**config.mk**
```make
export PLATFORM = sky130hd
export DESIGN_NAME = mem_arbiter
export DESIGN_NICKNAME = d
export VERILOG_FILES = /design/src/rtl/mem_arb_pkg.sv /design/src/rtl/mem_arbiter_pick.sv /design/src/rtl/mem_arbiter.sv
export SDC_FILE = /design/constraint.sdc
export NUM_CORES = 1
export LEC_CHECK = 0
export BUFFER_PORTS_ARGS = -buffer_cell sky130_fd_sc_hd__buf_2
export CAP_MARGIN = 20
export CELL_PAD_IN_SITES_DETAIL_PLACEMENT = 1
export CELL_PAD_IN_SITES_GLOBAL_PLACEMENT = 1
export CORE_AREA = 2 2 284 286
export CTS_BUF_LIST = sky130_fd_sc_hd__clkbuf_8
export DETAILED_ROUTE_END_ITERATION = 8
export DIE_AREA = 0 0 286 288
export GPL_TIMING_DRIVEN = 0
export PLACE_DENSITY = 0.56
export SYNTH_ARGS = -nofsm -noshare
export SYNTH_HDL_FRONTEND = slang
export SYNTH_SLANG_ARGS = --single-unit
export TNS_END_PERCENT = 10
```
**constraint.sdc**
```tcl
create_clock -name clk -period 4.95 [get_ports clk]
set_clock_uncertainty 0.05 [all_clocks]
set_input_delay 0.2475 -clock clk [delete_from_list [all_inputs] [get_ports clk]]
set_output_delay 0.2475 -clock clk [all_outputs]
set_load 0.005 [all_outputs]
```
**src/rtl/mem_arb_pkg.sv**
```systemverilog
// Shared types and defaults for the I/D cache to block-memory arbiter.
package mem_arb_pkg;

  localparam int DEF_ADDR_W = 28;
  localparam int DEF_DATA_W = 128;

  typedef enum logic [1:0] {
    IDLE   = 2'd0,
    I_BUSY = 2'd1,
    D_BUSY = 2'd2,
    DONE   = 2'd3
  } arb_state_e;

  typedef enum logic {
    OWN_I = 1'b0,
    OWN_D = 1'b1
  } owner_e;

  typedef enum logic {
    OP_READ  = 1'b0,
    OP_WRITE = 1'b1
  } mem_op_e;

  // A write-back wins over a read when the D-cache raises both.
  function automatic mem_op_e d_op_decode(input logic wr);
    return wr ? OP_WRITE : OP_READ;
  endfunction

endpackage

```
**src/rtl/mem_arbiter_pick.sv**
```systemverilog
// Combinational two-way picker for mem_arbiter.
// MEM_ARB_RR_EN selects round-robin ties; otherwise the D-cache wins ties.
module arb_pick
  import mem_arb_pkg::*;
(
  input  logic   i_ireq,
  input  logic   i_dreq,
  input  owner_e i_last_owner,
  output logic   o_valid,
  output owner_e o_owner
);

  assign o_valid = i_ireq | i_dreq;

  always_comb begin
    o_owner = OWN_I;
    if (i_ireq && i_dreq) begin
`ifdef MEM_ARB_RR_EN
      o_owner = (i_last_owner == OWN_I) ? OWN_D : OWN_I;
`else
      o_owner = OWN_D;
`endif
    end else if (i_dreq) begin
      o_owner = OWN_D;
    end
  end

`ifndef MEM_ARB_RR_EN
  logic w_unused_last_owner;
  assign w_unused_last_owner = i_last_owner;
`endif

endmodule

```
**src/rtl/mem_arbiter.sv**
```systemverilog
// Serialises I-cache reads and D-cache reads/write-backs onto one block-memory port.
// Tie-break policy: MEM_ARB_RR_EN defined -> round-robin, undefined -> D-cache priority.
module mem_arbiter
  import mem_arb_pkg::*;
#(
  parameter int ADDR_W = DEF_ADDR_W,
  parameter int DATA_W = DEF_DATA_W
) (
  input  logic              clk,
  input  logic              rst,
  input  logic              i_read,
  input  logic [ADDR_W-1:0] i_addr,
  output logic [DATA_W-1:0] i_rdata,
  output logic              i_ready,
  input  logic              d_read,
  input  logic              d_write,
  input  logic [ADDR_W-1:0] d_addr,
  input  logic [DATA_W-1:0] d_wdata,
  output logic [DATA_W-1:0] d_rdata,
  output logic              d_ready,
  output logic              mem_read,
  output logic              mem_write,
  output logic [ADDR_W-1:0] mem_addr,
  output logic [DATA_W-1:0] mem_wdata,
  input  logic [DATA_W-1:0] mem_rdata,
  input  logic              mem_ready
);

  arb_state_e        r_state;
  arb_state_e        w_state_next;
  owner_e            r_last_owner;
  mem_op_e           r_op;
  logic              r_mem_read;
  logic              r_mem_write;
  logic [ADDR_W-1:0] r_mem_addr;
  logic [DATA_W-1:0] r_mem_wdata;
  logic [DATA_W-1:0] r_i_rdata;
  logic [DATA_W-1:0] r_d_rdata;
  logic              r_i_ready;
  logic              r_d_ready;

  logic              w_d_req;
  logic              w_pick_valid;
  owner_e            w_pick_owner;
  logic              w_grant;
  logic              w_complete;
  mem_op_e           w_d_op;

  assign w_d_req = d_read | d_write;
  assign w_d_op  = d_op_decode(d_write);

  arb_pick u_pick (
    .i_ireq       (i_read),
    .i_dreq       (w_d_req),
    .i_last_owner (r_last_owner),
    .o_valid      (w_pick_valid),
    .o_owner      (w_pick_owner)
  );

  assign w_grant    = (r_state == IDLE) && w_pick_valid;
  assign w_complete = ((r_state == I_BUSY) || (r_state == D_BUSY)) && mem_ready;

  // mem_ready outside the busy states is ignored by construction.
  always_comb begin
    w_state_next = r_state;
    case (r_state)
      IDLE: begin
        if (w_pick_valid) begin
          w_state_next = (w_pick_owner == OWN_D) ? D_BUSY : I_BUSY;
        end
      end
      I_BUSY, D_BUSY: begin
        if (mem_ready) begin
          w_state_next = DONE;
        end
      end
      DONE:    w_state_next = IDLE;
      default: w_state_next = IDLE;
    endcase
  end

  always_ff @(posedge clk or negedge rst) begin
    if (!rst) begin
      r_state <= IDLE;
    end else begin
      r_state <= w_state_next;
    end
  end

  // Request fields are latched at grant so later requester changes cannot leak in.
  always_ff @(posedge clk or negedge rst) begin
    if (!rst) begin
      r_last_owner <= OWN_I;
      r_op         <= OP_READ;
      r_mem_addr   <= '0;
      r_mem_wdata  <= '0;
    end else if (w_grant) begin
      r_last_owner <= w_pick_owner;
      if (w_pick_owner == OWN_D) begin
        r_op        <= w_d_op;
        r_mem_addr  <= d_addr;
        r_mem_wdata <= d_wdata;
      end else begin
        r_op        <= OP_READ;
        r_mem_addr  <= i_addr;
      end
    end
  end

  always_ff @(posedge clk or negedge rst) begin
    if (!rst) begin
      r_mem_read  <= 1'b0;
      r_mem_write <= 1'b0;
    end else if (w_grant) begin
      if (w_pick_owner == OWN_D) begin
        r_mem_read  <= (w_d_op == OP_READ);
        r_mem_write <= (w_d_op == OP_WRITE);
      end else begin
        r_mem_read  <= 1'b1;
        r_mem_write <= 1'b0;
      end
    end else if (w_complete) begin
      r_mem_read  <= 1'b0;
      r_mem_write <= 1'b0;
    end
  end

  // Ready pulses during DONE; a write-back leaves d_rdata untouched.
  always_ff @(posedge clk or negedge rst) begin
    if (!rst) begin
      r_i_rdata <= '0;
      r_d_rdata <= '0;
      r_i_ready <= 1'b0;
      r_d_ready <= 1'b0;
    end else begin
      r_i_ready <= 1'b0;
      r_d_ready <= 1'b0;
      if (w_complete) begin
        if (r_state == I_BUSY) begin
          r_i_rdata <= mem_rdata;
          r_i_ready <= 1'b1;
        end else begin
          if (r_op == OP_READ) begin
            r_d_rdata <= mem_rdata;
          end
          r_d_ready <= 1'b1;
        end
      end
    end
  end

  assign mem_read  = r_mem_read;
  assign mem_write = r_mem_write;
  assign mem_addr  = r_mem_addr;
  assign mem_wdata = r_mem_wdata;
  assign i_rdata   = r_i_rdata;
  assign i_ready   = r_i_ready;
  assign d_rdata   = r_d_rdata;
  assign d_ready   = r_d_ready;

`ifndef SYNTHESIS
  always_ff @(posedge clk) begin
    if (rst && d_read && d_write) begin
      $warning("mem_arbiter: d_read and d_write both high, write-back takes precedence");
    end
  end
`endif

endmodule

```
======== After elaboration in Yosys (flattened, before gate mapping) ========
Index checks and enable logic that the tools add are counted.
word-level totals
  register bits after elaboration ......... 419
  logic and storage cells ................. 48
operators by class
  equal/unequal tests ..................... 5
  muxes and demuxes ....................... 17
  bitwise logic cells ..................... 5
  reductions and logical operators ........ 11
operator list
  operator              number
  $mux W28              1
  $mux W1               12
  $mux W2               3
  $pmux W2 S3           1
  $reduce_and A2 Y1     3
  $eq A2 B2 Y1 const B  2
  $ne A2 B2 Y1 const B  2
  $logic_and A1 B1 Y1   3
  $not A1 Y1            3
  $reduce_and A3 Y1     1
  $eq A2 B1 Y1 const B  1
  $logic_not A2 Y1      1
  $or A1 B1 Y1          2
  $reduce_bool A2 Y1    1
  $reduce_or A2 Y1      1
  $logic_or A1 B1 Y1    1

======== Logic depth before layout (Yosys ltp) ========
  word-level depth ........................ 6
  mapped depth ............................ 7
  mapped depth without buffers ............ 5

======== Cells and area by module ========
Synthesis repeated with hierarchy kept, for this count alone.
unflattened totals
  cell total of the unflattened synthesis .. 970
  area, all modules ....................... 16,300.6 um2
by module, submodules not included
  module       times used  cells an instance  area an instance (um2)  sequential area each (um2)
  mem_arbiter  1           968                16,290.6                10,510.1
  arb_pick     1           2                  10.0                    0.0

======== Least setup slack after synthesis ========
Ideal clock, no wire load.
  kind .................................... reg-to-reg
  start ................................... register r_state[0]
  end ..................................... register r_d_rdata[100] (netlist: d_rdata[100])
  setup time .............................. 0.125 ns
  data arrival time ....................... 1.641 ns
  required time ........................... 4.775 ns
  slack ................................... 3.134 ns
  stages on the path, launching flop included .. 8
  cell sequence ........................... dfrtp_1 -> inv_1 -> ha_1 -> nand2_2 -> nor3_4 -> buf_12 -> buf_12 -> mux2_4
on the way
  longest elaborated chain between the ends .. 4
  elaborated cells on any way between the ends .. 6
  those cells by class .................... eq/ne: 2; bitwise: 1; reduce/logical: 3
RTL lines
  item                                          RTL line                               source
  start, declared                               mem_arbiter.sv:29                      arb_state_e r_state;
  start signal, assigned                        mem_arbiter.sv:86                      r_state <= w_state_next;
  $eq A2 B1 Y1 or $eq A2 B2 Y1 (tied branches)  mem_arbiter.sv:61, mem_arbiter.sv:139
  $logic_or A1 B1 Y1                            mem_arbiter.sv:61                      assign w_complete = ((r_state == I_BUSY) || (r_state == D_BUSY)) && mem_ready;
  $logic_and A1 B1 Y1                           mem_arbiter.sv:61
  $reduce_and A3 Y1 (no source line) *          -
  end signal, assigned                          mem_arbiter.sv:144                     r_d_rdata <= mem_rdata;
  end, declared                                 mem_arbiter.sv:38                      logic [DATA_W-1:0] r_d_rdata;
Every way passes the cells marked *; elsewhere a longest branch is shown, timed or not.
A chain may end at the register's enable or synchronous reset.

======== Final worst setup path ========
  start ................................... register r_state[0]
  end ..................................... register r_i_rdata[102] (netlist: i_rdata[102])
on the way
  longest elaborated chain between the ends .. 4
  elaborated cells on any way between the ends .. 5
  those cells by class .................... eq/ne: 2; reduce/logical: 3
RTL lines
  item                                          RTL line                               source
  $eq A2 B1 Y1 or $eq A2 B2 Y1 (tied branches)  mem_arbiter.sv:61, mem_arbiter.sv:139
  $logic_or A1 B1 Y1                            mem_arbiter.sv:61
  $logic_and A1 B1 Y1                           mem_arbiter.sv:61
  $reduce_and A2 Y1 (no source line) *          -
  end signal, assigned                          mem_arbiter.sv:140                     r_i_rdata <= mem_rdata;
  end, declared                                 mem_arbiter.sv:37                      logic [DATA_W-1:0] r_i_rdata;
Marks and branches as above.

==> flow_summary.yaml <==
status:
  status: "complete, no violations"
floorplan:
  ioPinCount: 734
  core.rowCount: 104
  die_w_um: 286
  die-area_um2: 82400
  core_um2: 79600
  start_util: 0.207
  die_h_um: 288
clock_network:
  tritoncts: "built"
  cts-resized-gates: 0
  clk_path_buf_depth: 3
  post_cts_buffers: 0
  clkTransAtPathRegs_ps: 60
  htree_levels: 3
  cts.sinks: 419
  clk_latency_ps: 660
  cts-root-buf: "clkbuf_8"
  numCtsBuffers: 81
worst_setup_path:
  cp.required_ps: 5430
  critPathCaptureType: "flop"
  slowest_delay_ps: 380
  path_class: "flop to flop"
  cp_data_arrival_time_ps: 2680
  cpMaxStageDelayCell: "ha_1"
  cp_max_fo: 10
  cp_top_family: "buffers and inverters"
  cp-start-kind: "flop"
  crit_chain: "inv_1 -> ha_1 -> and3_1 -> buf_4 -> buf_6 -> mux2_2"
  crit_buf_inv: 3
route:
  drt-total-wl_um: 59400
  dr.first_iter.drc_count: 293
  final_antenna_net_count: 0
  vias: 12700
  dr.pass1.iters: 4
  wire_per_inst_um: 18.4
  viasPerCell: 3.95
  route.detailed.drc: 0
synthesis:
  ys_warn_count: 0
  syn_nets: 1283
  ys_top_cells_by_area: "dfrtp_1, mux2_2, mux2_4, mux2i_1, buf_6"
  avgSynthCellArea_um2: 17.1
  synth_top_area_cell: "dfrtp_1"
  synthCells: 962
  ys_seq_area_frac: 0.636
  syn-cell-area_um2: 16500
  yosysUniqueCellTypes: 26
  synth_seq_cells: 419
  yosys.area.top_type_share: 0.636
timing:
  fin_crit_sh: 0.444
  maxSlewViolCount: 0
  rsz0062_at_grt: "no"
  tightestPinTransition_ps: 658
  clock.fmax_mhz: 455
  setup_violations: 0
  worst_slack_ps: 2750
  timing.final.crit_period_ps: 2200
  hold_viol: 0
  slew_headroom: 0.561
final_layout:
  drive_gt1_frac: 0.591
  n_fill_cell: 8793
  mostFrequentLayoutCell: "buf_2"
  layout_common_cells: "buf_2, dfrtp_1, dlygate4sd3_1"
  final_cells: 3226
  syn_to_final_growth_pct: 60.6
  nets: 2420
grt:
  grt_max_degree: 126
  globalRouteTotalUtil: 0.140
  grt.overflow.total: 0
  antenna_found_initial: 2
  grt_pass1_vias: 14900
  grt_pass1_wl_um: 88500
placed_design:
  dpl_worst_slack_ps: 2680
  dp.cells: 2759
  gp_congestion: 0.785
  hpwlAfterDp_um: 42900
  port_buffers: 733
power:
  p_sw_frac: 0.326
  power_leakage_nw: 12.8
  ir_drop_mv: 0.281
  p_comb_frac: 0.403
  pwr-share-seq: 0.378
  power.total_mw: 16.2
  p_switching_mw: 5.28
  p_int_mw: 10.9
  power.share.clock: 0.219
  powerDensity_nw_per_um2: 612
min_path:
  min_path_type: "primary input to flop"
flow_run:
  drv_cap: 0
==> tightest hold or removal path, stage by stage <==
cell and delay (ps):
buf_2 110, o31ai_2 110, buf_2 200, nand2_1 80, o21ai_0 70
==> registers in the layout, indices dropped and copies added, names as in the netlist <==
register and flops:
mem_addr 28, mem_write 1, r_state 2, i_rdata 128, d_ready 1, r_op 1
i_ready 1, mem_read 1, mem_wdata 128, d_rdata 128
==> synthesized netlist by cell type <==
master and n:
nand3_1 1, dfrtp_1 419, buf_8 1, mux2_2 272
o21ai_0 29, ha_1 3, a21oi_1 1, mux2_4 100
nand2_2 1, buf_12 11, nand2_1 28, o31ai_2 1
o21ai_1 1, buf_2 6, mux2i_1 30, clkbuf_1 3
and3_1 1, mux2_1 13, a32oi_1 1, buf_4 8
a22o_1 1, nor2_1 3, inv_1 4, nor3_4 1
a32o_1 1, buf_6 22
==> kinds of logic (layout without fill, tap and decap cells) <==
kind of cell	Yosys count	in the layout	synth area share
AND/OR/NAND/NOR	35	35	0.00911
AO/OA/AOI/OAI	35	35	0.0118
buffers and inverters	55	1257	0.0364
multiplexers	415	415	0.304
flip-flops	419	419	0.636
other	0	2	0
adder cells (fa/ha/maj)	3	3	0.00228
==> routing by layer <==
metal | vias up | global-route usage | part of all wire
li1 | 5688 | - | -
met1 | 6364 | 0.146 | 0.36
met2 | 521 | 0.254 | 0.53
met3 | 154 | 0.0384 | 0.069
met4 | 0 | 0.0771 | 0.047
met5 | - | 0 | 0
==> worst paths after layout <==
check	cells past startpoint	start	slack [ps]	endpoint
worst max-delay path	6	r_state[0]	2750	i_rdata[102]
worst min-delay path	5	d_read	140	mem_addr[26]
worst max register to register	6	r_state[0]	2750	i_rdata[102]
worst min register to register	2	mem_addr[1]	430	mem_addr[1]
max in group asynchronous	5	rst	3240	d_rdata[4]
min in group asynchronous	3	rst	200	d_rdata[96]
==> power groups by stage <==
stage,clock network (mW),registers (mW),logic [mW]
floorplan,0,6.21,3.21
global placement,0,6.06,6.28
detailed placement,0,6.15,6.41
CTS,3.70,6.12,6.64
global route,3.87,6.35,7.04
finish,3.55,6.12,6.53
==> area by class of cell <==
type                            instances  area [um^2]  area share
Sequential cell                       419        10500       0.396
Timing Repair Buffer                 1054         6960       0.263
Multi-Input combinational cell        488         5390       0.204
Clock buffer                          101         1390      0.0525
Tap cell                             1060         1330      0.0501
Buffer                                 51          584      0.0221
Clock inverter                         47          295      0.0112
Inverter                                4         15.0    0.000568
Antenna cell                            2         5.00    0.000189
==> metrics by stage <==
step	hold WS (ps)	util	instance area, um^2	TNS (ps)
2_1_floorplan	-98.1	-	16500	0
3_3_place_gp	411	0.270	21500	-2013880
3_5_place_dp	-26.3	0.271	21600	0
4_1_cts	91.0	0.332	26500	0
5_1_grt	138	0.332	26500	0
6_report	143	0.332	26500	0
==> repair_timing <==
| action | 4_1_cts | 5_1_grt |
|---|---|---|
| endpoints found under the setup margin | 0 | 0 |
| endpoints found under the hold margin | 536 | 0 |
| hold buffers | 317 | 0 |
Note: power is estimated with default switching activity, not from simulation.
